File: config.mk
export PLATFORM = sky130hd
export DESIGN_NAME = uart_rx_deframer
export DESIGN_NICKNAME = d
export VERILOG_FILES = /design/src/rtl/uart_rx_pkg.sv /design/src/rtl/uart_rx_sampler.sv /design/src/rtl/uart_rx_deframer.sv
export SDC_FILE = /design/constraint.sdc
export NUM_CORES = 1
export LEC_CHECK = 0
export CORE_MARGIN = 2
export CORE_UTILIZATION = 55
export CTS_CLUSTER_SIZE = 8
export DETAILED_ROUTE_END_ITERATION = 7
export DONT_BUFFER_PORTS = 1
export PLACE_DENSITY = 0.81
export SLEW_MARGIN = 20
export SYNTH_ARGS = -nofsm -noshare
export SYNTH_HDL_FRONTEND = slang
export SYNTH_HIERARCHICAL = 1
export SYNTH_SLANG_ARGS = --single-unit
File: constraint.sdc
create_clock -name clk -period 2.3 [get_ports clk]
set_input_delay 0.23 -clock clk [delete_from_list [all_inputs] [get_ports clk]]
set_output_delay 0.23 -clock clk [all_outputs]
set_load 0.01 [all_outputs]
File: src/rtl/uart_rx_pkg.sv
// Shared definitions for the UART receive path: parity encodings, FSM state
// encoding, frame geometry and small combinational helpers.
package uart_rx_pkg;

    localparam int DATA_BITS = 8;

    localparam logic [1:0] PARITY_ODD  = 2'b01;
    localparam logic [1:0] PARITY_EVEN = 2'b10;

    typedef enum logic [2:0] {
        ST_IDLE   = 3'd0,
        ST_START  = 3'd1,
        ST_DATA   = 3'd2,
        ST_PARITY = 3'd3,
        ST_STOP   = 3'd4
    } rx_state_e;

    // Only the two defined encodings put a parity bit on the wire.
    function automatic logic has_parity(input logic [1:0] ptype);
        return (ptype == PARITY_ODD) || (ptype == PARITY_EVEN);
    endfunction

    function automatic logic maj3(input logic a, input logic b, input logic c);
        return (a & b) | (a & c) | (b & c);
    endfunction

endpackage

File: src/rtl/uart_rx_sampler.sv
// Line conditioning for the UART receiver: 2-flop synchroniser and, when
// UART_RX_MAJORITY_EN is defined, a 3-tick majority voter on the synchronised line.
module uart_rx_sampler
    import uart_rx_pkg::*;
(
    input  logic clk,
    input  logic rst,
    input  logic sample_tick,
    input  logic data_tx,
    output logic line
);

    logic [1:0] sync_r;

    // Synchroniser; resets to the idle (high) line level.
    always_ff @(posedge clk) begin
        if (!rst) begin
            sync_r <= 2'b11;
        end else begin
            sync_r <= {sync_r[0], data_tx};
        end
    end

`ifdef UART_RX_MAJORITY_EN
    logic [1:0] hist_r;

    // Line values captured on the two preceding ticks; the current value is the third vote.
    always_ff @(posedge clk) begin
        if (!rst) begin
            hist_r <= 2'b11;
        end else if (sample_tick) begin
            hist_r <= {hist_r[0], sync_r[1]};
        end else begin
            hist_r <= hist_r;
        end
    end

    assign line = maj3(sync_r[1], hist_r[0], hist_r[1]);
`else
    logic tick_unused_s;

    assign tick_unused_s = sample_tick;
    assign line          = sync_r[1];
`endif

endmodule

File: src/rtl/uart_rx_deframer.sv
// UART receive front end: detects the start edge, deserialises one frame and reports
// the sampled framing bits with a one-cycle strobe. Option macro: UART_RX_MAJORITY_EN.
module uart_rx_deframer
    import uart_rx_pkg::*;
#(
    parameter int OVERSAMPLE = 16
) (
    input  logic       clk,
    input  logic       rst,
    input  logic       sample_tick,
    input  logic       data_tx,
    input  logic [1:0] parity_type,
    output logic [7:0] raw_data,
    output logic       start_bit,
    output logic       parity_bit,
    output logic       stop_bit,
    output logic       recieved_flag,
    output logic       busy
);

    localparam int               CNT_W    = $clog2(OVERSAMPLE);
    localparam logic [CNT_W-1:0] CNT_ZERO = {CNT_W{1'b0}};
    localparam logic [CNT_W-1:0] MID_CNT  = CNT_W'(OVERSAMPLE / 2 - 1);
    localparam logic [CNT_W-1:0] LAST_CNT = CNT_W'(OVERSAMPLE - 1);
    localparam logic [2:0]       LAST_BIT = 3'(DATA_BITS - 1);

    localparam logic [2:0] IDLE   = ST_IDLE;
    localparam logic [2:0] START  = ST_START;
    localparam logic [2:0] DATA   = ST_DATA;
    localparam logic [2:0] PARITY = ST_PARITY;
    localparam logic [2:0] STOP   = ST_STOP;

    logic                 line_s;
    logic [2:0]           state_r, state_nxt_s;
    logic [CNT_W-1:0]     cnt_r, cnt_nxt_s, cnt_inc_s;
    logic [2:0]           bit_idx_r, bit_idx_nxt_s;
    logic [DATA_BITS-1:0] shift_r, shift_nxt_s;
    logic                 start_r, start_nxt_s;
    logic                 par_r, par_nxt_s;
    logic [1:0]           ptype_r, ptype_nxt_s;
    logic                 done_s;

    uart_rx_sampler u_sampler (
        .clk         (clk),
        .rst         (rst),
        .sample_tick (sample_tick),
        .data_tx     (data_tx),
        .line        (line_s)
    );

    // Frame FSM and datapath; every sample is taken on a sample_tick only.
    always_comb begin
        state_nxt_s   = state_r;
        cnt_nxt_s     = cnt_r;
        bit_idx_nxt_s = bit_idx_r;
        shift_nxt_s   = shift_r;
        start_nxt_s   = start_r;
        par_nxt_s     = par_r;
        ptype_nxt_s   = ptype_r;
        done_s        = 1'b0;
        cnt_inc_s     = cnt_r + CNT_W'(1);
        if (sample_tick) begin
            case (state_r)
                IDLE: begin
                    if (!line_s) begin
                        state_nxt_s   = START;
                        cnt_nxt_s     = CNT_ZERO;
                        bit_idx_nxt_s = 3'd0;
                        ptype_nxt_s   = parity_type;
                    end else begin
                        cnt_nxt_s = CNT_ZERO;
                    end
                end
                // Start is sampled on the tick the counter reaches the half-bit point,
                // which centres every later sample in its bit period.
                START: begin
                    if (cnt_inc_s == MID_CNT) begin
                        start_nxt_s = line_s;
                        cnt_nxt_s   = CNT_ZERO;
                        state_nxt_s = DATA;
                    end else begin
                        cnt_nxt_s = cnt_inc_s;
                    end
                end
                DATA: begin
                    if (cnt_r == LAST_CNT) begin
                        cnt_nxt_s     = CNT_ZERO;
                        shift_nxt_s   = {line_s, shift_r[DATA_BITS-1:1]};
                        bit_idx_nxt_s = bit_idx_r + 3'd1;
                        if (bit_idx_r == LAST_BIT) begin
                            state_nxt_s = has_parity(ptype_r) ? PARITY : STOP;
                        end else begin
                            state_nxt_s = DATA;
                        end
                    end else begin
                        cnt_nxt_s = cnt_inc_s;
                    end
                end
                PARITY: begin
                    if (cnt_r == LAST_CNT) begin
                        cnt_nxt_s   = CNT_ZERO;
                        par_nxt_s   = line_s;
                        state_nxt_s = STOP;
                    end else begin
                        cnt_nxt_s = cnt_inc_s;
                    end
                end
                STOP: begin
                    if (cnt_r == LAST_CNT) begin
                        cnt_nxt_s   = CNT_ZERO;
                        done_s      = 1'b1;
                        state_nxt_s = IDLE;
                    end else begin
                        cnt_nxt_s = cnt_inc_s;
                    end
                end
                default: begin
                    state_nxt_s = IDLE;
                    cnt_nxt_s   = CNT_ZERO;
                end
            endcase
        end else begin
            done_s = 1'b0;
        end
    end

    // FSM and datapath registers.
    always_ff @(posedge clk) begin
        if (!rst) begin
            state_r   <= IDLE;
            cnt_r     <= CNT_ZERO;
            bit_idx_r <= 3'd0;
            shift_r   <= {DATA_BITS{1'b0}};
            start_r   <= 1'b0;
            par_r     <= 1'b0;
            ptype_r   <= 2'b00;
        end else begin
            state_r   <= state_nxt_s;
            cnt_r     <= cnt_nxt_s;
            bit_idx_r <= bit_idx_nxt_s;
            shift_r   <= shift_nxt_s;
            start_r   <= start_nxt_s;
            par_r     <= par_nxt_s;
            ptype_r   <= ptype_nxt_s;
        end
    end

    // Output fields load on the stop-sample edge and hold until the next frame.
    always_ff @(posedge clk) begin
        if (!rst) begin
            raw_data      <= 8'h00;
            start_bit     <= 1'b0;
            parity_bit    <= 1'b0;
            stop_bit      <= 1'b1;
            recieved_flag <= 1'b0;
            busy          <= 1'b0;
        end else begin
            recieved_flag <= done_s;
            busy          <= (state_nxt_s != IDLE);
            if (done_s) begin
                raw_data   <= shift_r;
                start_bit  <= start_r;
                parity_bit <= has_parity(ptype_r) ? par_r : 1'b1;
                stop_bit   <= line_s;
            end else begin
                raw_data   <= raw_data;
                start_bit  <= start_bit;
                parity_bit <= parity_bit;
                stop_bit   <= stop_bit;
            end
        end
    end

endmodule
==> reports/summary.txt <==
=================================================================================================
Maximum number of pins on one net before global-route repair                                   29
Critical path endpoint category                                                          register
Number of setup violations in the final report                                                  0
Buffers plus inverters on the worst setup path                                                  0
Boundary pin count                                                                             19
Basic-gate share of the synthesized area counting and, or, nand and nor cells               25.0%
Mapped Cells                                                                                  194
Synth Cell Area                                                                         1640 um^2
Synthesized-area fraction occupied by xor and xnor cells                                   0.535%
Final TNS setup                                                                              0 ps
Type of the setup path with the least slack                                          register to register
Shortest clock period the worst path allows after layout                                  2080 ps
Horizontal die dimension                                                                  58.6 um
Static leakage power                                                                  0.000709 uW
Per-instance average area after synthesis                                               8.44 um^2
Max rail drop VDD                                                                      0.000638 V
Part of the cycle the worst path needs                                                      90.3%
Main combinational cell family by area after synthesis                               simple AND/OR/NAND/NOR gates
# rows                                                                                         19
Post-route antenna net violation count                                                          0
Count of cells resized by post-cts repair                                                       0
Avg Vias per Cell                                                                            5.87
Prevailing post-synth register cell                                                  sky130_fd_sc_hd__dfxtp_1
Combined area of the multi-input logic cells                                             836 um^2
Clock Path Buffers                                                                              2
Critical path data required time                                                          2550 ps
Area added between synthesis and finish                                                     7.03%
Worst-path maximum fanout                                                                      12
H-Tree Depth                                                                                    2
Max_cap viols                                                                                   0
Critical Path Source Type                                                                register
Effective utilization at floorplan                                                          58.9%
Number of max-slew violations in the final report                                               0
Net count reported at finish                                                                  206
Non-filler instance count after layout                                                        228
Post-synthesis sequential element count                                                        37
Core Area                                                                               2780 um^2
Status                                                                               finished, final reports clean
Remaining routing DRC violations                                                                0
Overall die height                                                                        58.6 um
Violation count after the first detailed-route iteration                                       45
Setup repair after global routing missed its margin                                         false
Net count of the mapped netlist                                                               204
Longest individual stage delay on the worst path                                           600 ps
Critical path cell sequence                                                          ha_1 -> nand3_1 -> or3_1 -> nand3_1 -> o21ai_0 -> and2_1
Number of distinct library cell variants in the gate-level netlist after synthesis             39
Most Frequent Cell on Critical Path                                                  sky130_fd_sc_hd__nand3_1
Power density normalized to cell area                                                 649 nW/um^2
Number of global-route vias before repair                                                    1285
Endpoints failing hold                                                                          0
Max-slew headroom at the worst pin                                                          60.4%
GR Util All Layers                                                                          21.9%
Synth Warn #                                                                                    6
Num CTS Buffers                                                                                 5
Transition time at the pin with the least slew margin                                      590 ps
Ant diodes                                                                                      0
Initial antenna violation count                                                                 0
Part of the Yosys area used for sequential elements                                         45.2%
Vias after detailed routing                                                                  1339
Fraction of registers with async set or reset after synthesis                                  0%
Final weighted congestion in routability-driven placement                                   0.832
Highest Clock Rate                                                                      0.482 GHz
Total instance count after detailed placement                                                 217
CTS sink cnt                                                                                   37
Arrival time worst endpoint                                                               2330 ps
Standard cell with the maximum stage delay on the critical path                      sky130_fd_sc_hd__or3_1
Fraction of the mapped netlist area in compound gates                                       14.5%
TritonCTS clock tree                                                                          yes
Adder and majority cell fraction of the synthesized area                                    3.06%
Clock insertion delay at the later pin of the skew report                                  350 ps
Cell chosen for the clock root                                                       sky130_fd_sc_hd__clkbuf_4
Average detailed-routed wire length per instance                                          14.5 um
DP HPWL                                                                                   2320 um
Clock slew at the register clock pins of the worst setup and hold paths                    110 ps
Number of buffers inserted by port buffering                                                    0
EDFF count, synth                                                                               0
GRT overflow                                                                                    0
Total Power                                                                               1140 uW
Filler cells                                                                                  240
1st-pass router iterations                                                                      4
Largest delay share family, worst path                                               simple AND/OR/NAND/NOR gates
First-pass GRT wire length                                                                5770 um
Area taken by flip-flops and latches                                                     741 um^2
Portion of netlist area occupied by mux cells                                               7.94%
Setup Skew                                                                                8.71 ps
WL final                                                                                  3310 um
Die area                                                                                3430 um^2
Hold crit path type                                                                  input port to register
Fraction of final layout cells sized beyond drive strength 1                                6.09%
=================================================================================================
[worst register-to-register path, stage by stage, from the launching register on]
cell and delay [ps]:
sky130_fd_sc_hd__dfxtp_1 430, sky130_fd_sc_hd__ha_1 290, sky130_fd_sc_hd__nand3_1 270, sky130_fd_sc_hd__or3_1 600, sky130_fd_sc_hd__nand3_1 150, sky130_fd_sc_hd__o21ai_0 80
sky130_fd_sc_hd__and2_1 160
[placed cells by master (no fill, tap or decap), drive strengths merged, types with 2 or more instances in the layout]
cell         instances
mux2i               13
nor2                26
nor2b                4
o21ai                4
or3                  3
inv                  6
a21oi               19
dlygate4sd3          3
dfxtp               37
nand2               31
nor3b                2
o21a                 4
nor3                 2
nand2b               3
ha                   4
nand3b               2
clkbuf               5
nand3                9
[state kept, by name, indices dropped and copies added, names as in the netlist]
| signal | count |
|---|---|
| bit_idx_r | 3 |
| busy | 1 |
| cnt_r | 4 |
| par_r | 1 |
| parity_bit | 1 |
| ptype_r | 2 |
| raw_data | 8 |
| recieved_flag | 1 |
| shift_r | 8 |
| start_bit | 1 |
| start_r | 1 |
| state_r | 3 |
| stop_bit | 1 |
| u_sampler/sync_r | 2 |
[path summary, 6_finish.rpt]
| kind | startpoint | to | slack, ps | cells past startpoint |
|---|---|---|---|---|
| hold reg to reg | u_sampler/sync_r[0] | u_sampler/sync_r[1] | 430 | 1 |
| setup / recovery | cnt_r[1] | bit_idx_r[0] | 220 | 6 |
| setup reg to reg | cnt_r[1] | bit_idx_r[0] | 220 | 6 |
| hold / removal | sample_tick | cnt_r[1] | 10 | 1 |
[report_power, final]
| part | total [uW] | leakage, uW | switching (uW) | internal, uW |
|---|---|---|---|---|
| registers | 650 | 0.000299 | 5.06 | 645 |
| clock network | 456 | 0.0000456 | 226 | 231 |
| logic | 31.8 | 0.000365 | 19.8 | 12.1 |
[Yosys cell counts (2+ instances only)]
| library cell | n | area share [%] |
|---|---|---|
| sky130_fd_sc_hd__nor2_1 | 26 | 6.0 |
| sky130_fd_sc_hd__a21oi_1 | 18 | 5.5 |
| sky130_fd_sc_hd__clkbuf_1 | 4 | 0.92 |
| sky130_fd_sc_hd__inv_1 | 4 | 0.92 |
| sky130_fd_sc_hd__or3_1 | 3 | 1.1 |
| sky130_fd_sc_hd__buf_2 | 4 | 1.2 |
| sky130_fd_sc_hd__o21ai_0 | 4 | 1.2 |
| sky130_fd_sc_hd__dfxtp_1 | 37 | 45 |
| sky130_fd_sc_hd__nand2_1 | 31 | 7.1 |
| sky130_fd_sc_hd__nor3b_1 | 2 | 0.92 |
| sky130_fd_sc_hd__ha_1 | 4 | 3.1 |
| sky130_fd_sc_hd__nand3_1 | 9 | 2.7 |
| sky130_fd_sc_hd__mux2i_1 | 13 | 7.9 |
| sky130_fd_sc_hd__nand3b_1 | 2 | 0.92 |
| sky130_fd_sc_hd__nor2b_1 | 4 | 1.5 |
| sky130_fd_sc_hd__o21a_1 | 4 | 1.8 |
| sky130_fd_sc_hd__nand2b_1 | 3 | 1.1 |
[kinds of logic after synthesis]
kind of cell / Yosys count
buffers and inverters: 14
AOI/OAI and AO/OA: 37
DFF: 37
and+or+nand+nor: 88
muxes: 13
xor gates and xnor gates: 1
adders and majority gates: 4
[layer usage]
metal  GRT usage [%]  share of wire [%]  vias to the layer above
met5               0                  0                        -
met4            10.7                1.6                        0
met3            5.27                6.3                        8
met2            34.7                 49                       47
met1            28.2                 43                      609
li1                -                  -                      675
[cell type report]
type,count,share of cell area [%]
clock buffers,5,2.14
multi-input cells,143,47.7
well taps,31,2.21
flip-flops and latches,37,42.3
repair buffers,4,2.14
inverters,5,1.07
clock inverters,3,2.50
[through the flow]
step | setup WS, ps | cell area (um^2) | hold slack [ps] | utilization, %
2_1_floorplan | 628 | 1640 | 303 | -
3_3_place_gp | 375 | 1640 | 297 | 59.0
3_5_place_dp | 256 | 1640 | 309 | 59.0
4_1_cts | 244 | 1740 | 3.96 | 62.7
5_1_grt | 48.1 | 1750 | 14.4 | 63.0
6_report | 224 | 1750 | 9.96 | 63.0
[repair_timing]
item | 4_1_cts | 5_1_grt
hold buffers | 2 | 1
buffers inserted | 0 | 0
endpoints found under the hold margin | 7 | 1
Power figures use the tool's default switching activity.
